<file path="config.mk">
export PLATFORM = sky130hd
export DESIGN_NAME = rr_mux_n_1
export DESIGN_NICKNAME = d
export VERILOG_FILES = /design/src/rtl/mux_pkg.sv /design/src/rtl/rr_arbiter_n.sv /design/src/rtl/rr_mux_n_1.sv
export SDC_FILE = /design/constraint.sdc
export NUM_CORES = 1
export LEC_CHECK = 0
export BUFFER_PORTS_ARGS = -buffer_cell sky130_fd_sc_hd__buf_2
export CAP_MARGIN = 10
export CORE_AREA = 2 2 39 41
export CTS_BUF_LIST = sky130_fd_sc_hd__clkbuf_2 sky130_fd_sc_hd__clkbuf_4 sky130_fd_sc_hd__clkbuf_8
export CTS_CLUSTER_DIAMETER = 50
export CTS_CLUSTER_SIZE = 25
export DETAILED_ROUTE_END_ITERATION = 7
export DIE_AREA = 0 0 41 43
export PLACE_DENSITY_LB_ADDON = 0.2
export SLEW_MARGIN = 25
export SYNTH_ARGS = -nofsm -noshare
export SYNTH_HDL_FRONTEND = slang
export SYNTH_SLANG_ARGS = --single-unit
export TNS_END_PERCENT = 5
</file>
<file path="constraint.sdc">
create_clock -name clk -period 2.2 [get_ports clk]
set_clock_uncertainty 0.05 [all_clocks]
set_input_delay 0.66 -clock clk [delete_from_list [all_inputs] [get_ports clk]]
set_output_delay 0.66 -clock clk [all_outputs]
set_load 0.005 [all_outputs]
</file>
<file path="src/rtl/mux_pkg.sv">
// Shared constants and helpers for the registered N:1 mux family.
// Imported by the arbiter and the mux top.
package mux_pkg;

  localparam int MODE_FIXED = 0;
  localparam int MODE_RR    = 1;

  function automatic int clog2_min1(input int n);
    return (n <= 2) ? 1 : $clog2(n);
  endfunction

endpackage

</file>
<file path="src/rtl/rr_arbiter_n.sv">
// Combinational round-robin arbiter: first requester after `last`,
// scanning upward with wrap-around.
module rr_arbiter_n
  import mux_pkg::*;
#(
  parameter int N  = 3,
  parameter int SW = clog2_min1(N)
) (
  input  logic [N-1:0]  req,
  input  logic [SW-1:0] last,
  output logic          gnt_valid,
  output logic [SW-1:0] gnt_idx
);

  int idx;

  // Scan from farthest to nearest so the nearest requester wins.
  always_comb begin
    gnt_valid = 1'b0;
    gnt_idx   = '0;
    idx       = 0;
    for (int k = N; k >= 1; k--) begin
      idx = (int'(last) + k) % N;
      if (req[idx]) begin
        gnt_valid = 1'b1;
        gnt_idx   = SW'(idx);
      end
    end
  end

endmodule

</file>
<file path="src/rtl/rr_mux_n_1.sv">
// N-input registered mux with valid/ready per channel; the channel is
// chosen by select input (fixed mode) or by a round-robin arbiter.
module rr_mux_n_1
  import mux_pkg::*;
#(
  parameter int WIDTH = 3,
  parameter int N     = 3,
  parameter int MODE  = MODE_FIXED,
  parameter int SW    = clog2_min1(N)
) (
  input  logic               clk,
  input  logic               rst_n,
  input  logic [SW-1:0]      s,
  input  logic [N-1:0]       in_valid,
  input  logic [N*WIDTH-1:0] in_data,
  output logic [N-1:0]       in_ready,
  output logic               out_valid,
  output logic [WIDTH-1:0]   out_data,
  output logic [SW-1:0]      out_sel,
  input  logic               out_ready
);

  logic             out_valid_q, out_valid_d;
  logic [WIDTH-1:0] out_data_q, out_data_d;
  logic [SW-1:0]    out_sel_q, out_sel_d;
  logic [SW-1:0]    last_q, last_d;

  logic             load;
  logic             rr_valid, fix_valid, gnt_valid;
  logic [SW-1:0]    rr_idx, gnt_idx;
  logic [WIDTH-1:0] gnt_data;

  rr_arbiter_n #(
    .N  (N),
    .SW (SW)
  ) u_arb (
    .req       (in_valid),
    .last      (last_q),
    .gnt_valid (rr_valid),
    .gnt_idx   (rr_idx)
  );

  // A select outside 0..N-1 never matches, so it yields no grant.
  always_comb begin
    fix_valid = 1'b0;
    for (int i = 0; i < N; i++) begin
      if (s == SW'(i) && in_valid[i]) fix_valid = 1'b1;
    end
    if (MODE == MODE_RR) begin
      gnt_valid = rr_valid;
      gnt_idx   = rr_idx;
    end else begin
      gnt_valid = fix_valid;
      gnt_idx   = s;
    end
    gnt_data = '0;
    for (int i = 0; i < N; i++) begin
      if (gnt_idx == SW'(i)) gnt_data = in_data[i*WIDTH +: WIDTH];
    end
  end

  always_comb begin
    load     = !out_valid_q || out_ready;
    in_ready = '0;
    if (rst_n && load && gnt_valid) in_ready = N'(1) << gnt_idx;

    out_valid_d = out_valid_q;
    out_data_d  = out_data_q;
    out_sel_d   = out_sel_q;
    last_d      = last_q;
    if (load) begin
      out_valid_d = gnt_valid;
      if (gnt_valid) begin
        out_data_d = gnt_data;
        out_sel_d  = gnt_idx;
        if (MODE == MODE_RR) last_d = gnt_idx;
      end
    end
  end

  always_ff @(posedge clk) begin
    if (!rst_n) begin
      out_valid_q <= 1'b0;
      out_data_q  <= '0;
      out_sel_q   <= '0;
      last_q      <= SW'(N - 1);
    end else begin
      out_valid_q <= out_valid_d;
      out_data_q  <= out_data_d;
      out_sel_q   <= out_sel_d;
      last_q      <= last_d;
    end
  end

  assign out_valid = out_valid_q;
  assign out_data  = out_data_q;
  assign out_sel   = out_sel_q;

endmodule

</file>
==> impl_metrics.csv, run 1 <==
group,metric,value,unit
outcome,status,"complete, no violations",
layout,nets,95,
layout,diodes,0,
worst_setup_path,slowest_delay,0.22,ns
sta,final-hold-violation-count,0,
global_routing,grt_util_all_layers,14.16,%
global_routing,grt_remaining_overflow,0,
placed_design,io_buffers,25,
floorplan,fp.dieW,41,µm
worst_setup_path,setup.worst_path.class,"in -> out",
synth,syn_inst,42,
layout,syn2layout_area_growth,64.36,%
sta,setup_slack,0.07218,ns
detailed_routing,detail_route.wl_per_cell,11.07,µm
cts,cts_max_level,1,
placed_design,dp_hpwl,856.5,µm
detailed_routing,antenna_left,0,
floorplan,dieArea,1763,µm²
cts,ctsLongestPathBuffers,2,
detailed_routing,drt-total-wl,1.018,mm
worst_setup_path,critPathLaunchType,"primary input",
worst_setup_path,crit_family,"simple AND/OR/NAND/NOR gates",
global_routing,antenna_found_initial,0,
worst_setup_path,crit_required,1.49,ns
global_routing,first_global_vias,412,
synth,synthTopCellsByArea,"dfxtp_1 33%, mux2i_1 8.3%, a211oi_1 8.3%",
sta,finalCriticalPeriod,2.128,ns
sta,slew_violations,0,
detailed_routing,drt_first_pass_iters,4,
cts,root_buffer,"clkbuf_4",
cts,clkLatencyLatePin,0.24,ns
placed_design,gp_congestion,0.7683,
sta,worstMarginPinSlew,0.3055,ns
worst_setup_path,crit_chain,"buf_6 > and2b_2 > nand3_2 > nor4b_2 > buf_2",
pwr,p_per_area,515.2,nW/µm²
detailed_routing,vias_per_cell,4.609,
layout,fill_cells,153,
synth,yosysTopAreaCell,"dfxtp_1",
global_routing,grt_pass1_wl,1.642,mm
sta,post-route-period-util,96.72,%
worst_setup_path,cp_max_fo,4,
placed_design,place_ws,-0.006860,ns
synth,synth.distinct_cells,19,
synth,synth_edf_count,0,
detailed_routing,drt_iter0_drc,6,
synth,synth_top_area_share,33.22,%
layout,drive_above_1_share,53.95,%
synth,syn_nets,59,
synth,ys.warnings.count,0,
synth,seq_area_frac_synth,33.22,%
synth,syn_area_per_cell,8.609,µm²
cts,cts.sinks,6,
synth,yosys_most_used_dff,"dfxtp_1",
pwr,max-vdd-ir-drop,0.0001722,V
cts,cts_buffers,3,
detailed_routing,via_count,424,
worst_setup_path,worstPathArrival,1.42,ns
cts,cts_tree,"built",
synth,synth_area,361.6,µm²
floorplan,io_pins,26,
cts,path_clk_slew,0.04,ns
sta,fmaxAchievable,0.4700,GHz
sta,max_slew_margin,79.59,%
synth,yosysMostFrequentCell,"dfxtp_1",
synth,yosys-top-cells-count,"6 x dfxtp_1, 5 x a21oi_1, 5 x nor2_1",
worst_hold_path,hold_class,"reg -> reg",
worst_setup_path,crit_path_end_kind,"primary output",
floorplan,die_h,43,µm
run,max-cap-violations,0,
floorplan,row_count,14,
floorplan,core,1384,µm²
synth,ys_ff_latch,6,
worst_setup_path,critPathSlowestCell,"and2b_2",
sta,setup-violations-final,0,
sta,rsz0062_at_grt,"false",
pwr,leakagePower,0.2984,nW
synth,async_flop_share,0,%
detailed_routing,drcViolationCount,0,
global_routing,grt_max_degree,8,
floorplan,initial_core_util,26.13,%
placed_design,place_area,548.0,µm²
layout,fin_area,594.3,µm²
worst_setup_path,cp_num_buf_inv,2,
==> placed cells by master (no fill, tap or decap) <==
master	Yosys	layout
buf_2	0	24
buf_4	0	7
dfxtp_1	6	6
nor2_1	5	5
a21oi_1	5	5
a211oi_1	4	4
nand2b_1	3	3
mux2i_1	3	3
nor3_1	3	3
clkbuf_4	0	3
and3_1	2	2
inv_1	1	1
and2b_2	0	1
nand3_2	0	1
nor4b_2	0	1
mux2i_2	1	1
nor2b_1	1	1
nor3_4	1	1
nor3b_2	0	1
nand3b_1	1	1
nand2_1	1	1
buf_6	1	1
==> metrics by stage <==
stage	hold WS, ns	TNS (ns)	utilization, %	power (mW)	std cells
2_1_floorplan	0.4167	0	-	0.1639	42
3_5_place_dp	0.4158	-0.006860	39.60	0.2047	89
6_report	0.4183	0	42.95	0.3062	92
4_1_cts	0.4222	0	41.68	0.3112	92
3_3_place_gp	0.4118	-0.02876	39.60	0.2034	89
5_1_grt	0.4434	0	42.95	0.3293	92
==> path summary, 6_finish.rpt <==
check / start / end / slack [ns] / depth (start not counted)
max: s[1] / in_ready[1] / 0.07 / 5
min: out_sel[0]$_SDFFE_PN0P_ / out_sel[0]$_SDFFE_PN0P_ / 0.42 / 2
max reg2reg: out_valid$_SDFFE_PN0P_ / out_data[0]$_SDFFE_PN0P_ / 0.85 / 5
min reg2reg: out_sel[0]$_SDFFE_PN0P_ / out_sel[0]$_SDFFE_PN0P_ / 0.42 / 2
==> timing repair <==
| item | CTS | global route |
|---|---|---|
| setup endpoints to repair | 1 | 3 |
| hold buffers | 0 | 0 |
| gates resized for setup | 1 | 5 |
| setup buffers | 0 | 0 |
==> report_power, final <==
part | switching [mW] | internal (mW) | leakage, nW | total (mW)
sequential | 0.00390 | 0.118 | 0.0494 | 0.122
clock | 0.0393 | 0.0617 | 0.0138 | 0.101
combinational | 0.0378 | 0.0459 | 0.235 | 0.0837
==> area by class of cell <==
class                   count  area, µm²  area share [%]
multi-input cells          34      244.0           41.05
repair buffers             32      183.9           30.95
flip-flops and latches      6      120.1           20.21
clock buffers               3      22.52           3.789
well taps                  16      20.02           3.368
inverters                   1      3.754          0.6316
==> flip-flops by register name, indices dropped and copies added (netlist names) <==
signal and flops:
out_sel 2, out_valid 1, out_data 3
==> worst min-delay path, delay by kind of cell, from the launching register on <==
kind	cells	cell delay (ns)
flip-flops	1	0.30
AND/OR/NAND/NOR	1	0.06
AO/OA/AOI/OAI	1	0.06
==> kinds of logic (layout without fill, tap and decap cells) <==
kind of cell	Yosys count	after routing	share of synthesized area [%]
compound gates	9	9	15.22
buf+inv	2	36	4.151
flops	6	6	33.22
mux	4	4	12.11
simple gates	21	21	35.30
==> metal layers <==
layer | track usage [%] | up-vias | routed length, µm
met4 | 10.00 | 0 | 14
met5 | 0 | - | 0
met3 | 2.618 | 2 | 71
li1 | - | 222 | -
met2 | 22.50 | 16 | 534
met1 | 15.76 | 184 | 397
Power figures use the tool's default switching activity.
==> run 2, diff against run 1 <==
Settings changed: ABC_AREA set to 1.
==> impl_metrics.csv, run 2 <==
group,metric,value,unit
synth,synthTopCellsByArea,"dfxtp_1 33%, nand2_1 20%, nor2_1 10%",
pwr,leakagePower,0.3345,nW
global_routing,grt_util_all_layers,11.87,%
cts,path_clk_slew,0.05,ns
global_routing,grt_remaining_overflow,0,
sta,max_slew_margin,86.24,%
synth,synth_area,364.1,µm²
worst_setup_path,worstPathArrival,1.41,ns
synth,ys_ff_latch,6,
cts,ctsLongestPathBuffers,2,
global_routing,antenna_found_initial,0,
floorplan,initial_core_util,26.31,%
synth,yosysTopAreaCell,"dfxtp_1",
worst_setup_path,rr_startpoint,"out_valid$_SDFFE_PN0P_",
layout,drive_above_1_share,49.45,%
cts,cts_max_level,1,
worst_setup_path,rrSetupSlack,1.21,ns
detailed_routing,vias_per_cell,4.271,
worst_setup_path,setup.worst_path.class,"in -> out",
sta,setup-violations-final,0,
synth,synthSimpleGateAreaFrac,56.01,%
floorplan,io_pins,26,
sta,fin_setup_tns,0,ns
cts,cts_setup_buffers,0,
synth,ys.warnings.count,0,
placed_design,io_buffers,25,
detailed_routing,drt_iter0_drc,2,
worst_setup_path,cp_max_fo,6,
worst_hold_path,hold_class,"reg -> reg",
cts,cts_tree,"built",
worst_setup_path,r2r_cells,6,
layout,layout_commonest_cell,"buf_2",
global_routing,grt_max_degree,8,
synth,synth_top_family_by_area,"simple AND/OR/NAND/NOR gates",
detailed_routing,drt_first_pass_iters,2,
cts,root_buffer,"clkbuf_4",
floorplan,die_h,43,µm
detailed_routing,antenna_left,0,
sta,finalCriticalPeriod,2.120,ns
sta,final-hold-violation-count,0,
cts,cts.sinks,6,
sta,whs,0.4242,ns
sta,fmaxAchievable,0.4716,GHz
detailed_routing,drt-total-wl,952,µm
synth,synth_xor_area_share,0,%
cts,clkLatencyLatePin,0.23,ns
synth,seq_area_frac_synth,32.99,%
synth,synth_top_area_share,32.99,%
synth,syn_area_per_cell,6.278,µm²
layout,syn2layout_area_growth,67.35,%
floorplan,fp.dieW,41,µm
pwr,p_per_area,515.6,nW/µm²
detailed_routing,via_count,457,
synth,synth-compound-area-share,4.811,%
run,max-cap-violations,0,
layout,layout_common_cells,"25 x buf_2, 18 x nand2_1, 10 x nor2_1, 6 x dfxtp_1",
floorplan,core,1384,µm²
sta,rsz0062_at_grt,"false",
synth,async_flop_share,0,%
floorplan,dieArea,1763,µm²
worst_setup_path,crit_chain,"buf_2 > nor2_4 > nand2_2 > nand3_4 > nand3_4 > nor3_2 > buf_2",
sta,post-route-period-util,96.38,%
placed_design,gp_congestion,0.6761,
worst_setup_path,critPathLaunchType,"primary input",
synth,yosys_most_used_dff,"dfxtp_1",
worst_setup_path,critPathSlowestCell,"buf_2",
synth,yosys-top-cells-count,"19 x nand2_1, 10 x nor2_1, 7 x nand3_1",
synth,syn_inst,58,
global_routing,grt_pass1_wl,1.442,mm
worst_hold_path,hold_depth,2,
worst_setup_path,critPathLaunch,"s[0]",
synth,synth.distinct_cells,13,
synth,yosysMostFrequentCell,"nand2_1",
placed_design,dp_hpwl,753.4,µm
sta,slew_violations,0,
detailed_routing,detail_route.wl_per_cell,8.897,µm
worst_setup_path,rr_endpoint,"out_data[2]$_SDFFE_PN0P_",
synth,synth_adder_area_share,0,%
pwr,max-vdd-ir-drop,0.0003312,V
pwr,power,314.2,µW
global_routing,first_global_vias,388,
synth,synth_edf_count,0,
floorplan,row_count,14,
sta,worstMarginPinSlew,0.2056,ns
outcome,status,"complete, no violations",
worst_setup_path,setup.worst_path.end,"in_ready[1]",
worst_setup_path,crit_required,1.49,ns
layout,diodes,0,
worst_setup_path,crit_path_end_kind,"primary output",
detailed_routing,drcViolationCount,0,
layout,nets,110,
worst_setup_path,slowest_delay,0.16,ns
layout,largest_register_ffs,3,
synth,synthMuxAreaShare,0,%
cts,cts_buffers,3,
synth,syn_nets,75,
[run 2: cell count changes in the layout (fill, tap and decap cells not counted), sizes merged, moves of 3 or more]
cell,before,now
a21oi,5,2
mux2i,4,0
a211oi,4,0
nand2,1,20
nand3,1,9
nand2b,3,0
inv,1,6
nor2,5,11
[run 2: kinds of logic (layout without fill, tap and decap cells)]
family                 Yosys count  count (layout)
and+or+nand+nor                 43              43
DFF                              6               6
buffers and inverters            6              39
AOI/OAI and AO/OA                3               3
[run 2: how the worst min path moves through the flow]
stage                       startpoint                 endpoint
2_1_floorplan  out_sel[0]$_SDFFE_PN0P_  out_sel[0]$_SDFFE_PN0P_
3_3_place_gp   out_sel[0]$_SDFFE_PN0P_  out_sel[0]$_SDFFE_PN0P_
3_5_place_dp   out_sel[0]$_SDFFE_PN0P_  out_sel[0]$_SDFFE_PN0P_
4_1_cts        out_sel[0]$_SDFFE_PN0P_  out_sel[0]$_SDFFE_PN0P_
5_1_grt        out_sel[1]$_SDFFE_PN0P_  out_sel[1]$_SDFFE_PN0P_
6_report       out_sel[0]$_SDFFE_PN0P_  out_sel[0]$_SDFFE_PN0P_
[run 2: area by class of cell]
type | instances | area [µm²]
multi-input combinational | 46 | 261.5
timing repair buffer | 30 | 162.7
inverter | 6 | 22.52
tap | 16 | 20.02
clock buffer | 3 | 22.52
fill | 155 | 774.5
sequential | 6 | 120.1
[run 2: worst max-delay path: cells and delay by family]
family                 cells  cell delay, ns
buffers and inverters      2            0.29
and+or+nand+nor            5            0.46
[run 2: layer usage]
metal | up-vias | share of wire [%] | wire (µm) | track usage (%)
met5 | - | 0 | 0 | 0
met4 | 0 | 0 | 0 | 8.000
met3 | 0 | 6.6 | 63 | 1.571
met2 | 13 | 49 | 465 | 18.44
met1 | 192 | 44 | 423 | 14.24
li1 | 252 | - | - | -
[run 2: metrics by stage]
step	instances	cell area, µm²	setup slack [ns]	utilization (%)
floorplan	58	364.1	0.2410	-
global placement	104	546.8	0.03923	39.51
detailed placement	104	546.8	0.04935	39.51
CTS	107	569.3	0.04739	41.14
global route	107	609.3	0.01357	44.03
finish	107	609.3	0.07968	44.03
[run 2: repair_timing]
item	in CTS	in global routing
setup endpoints to repair	0	3
resized for setup	0	9
hold buffers	0	0
[run 2: power breakdown]
part | internal, mW | leakage (nW) | total [mW] | switching, mW
clock network | 0.0615 | 0.0138 | 0.0981 | 0.0366
registers | 0.120 | 0.0496 | 0.124 | 0.00441
logic | 0.0433 | 0.271 | 0.0920 | 0.0487
total | 0.224 | 0.335 | 0.314 | 0.0897
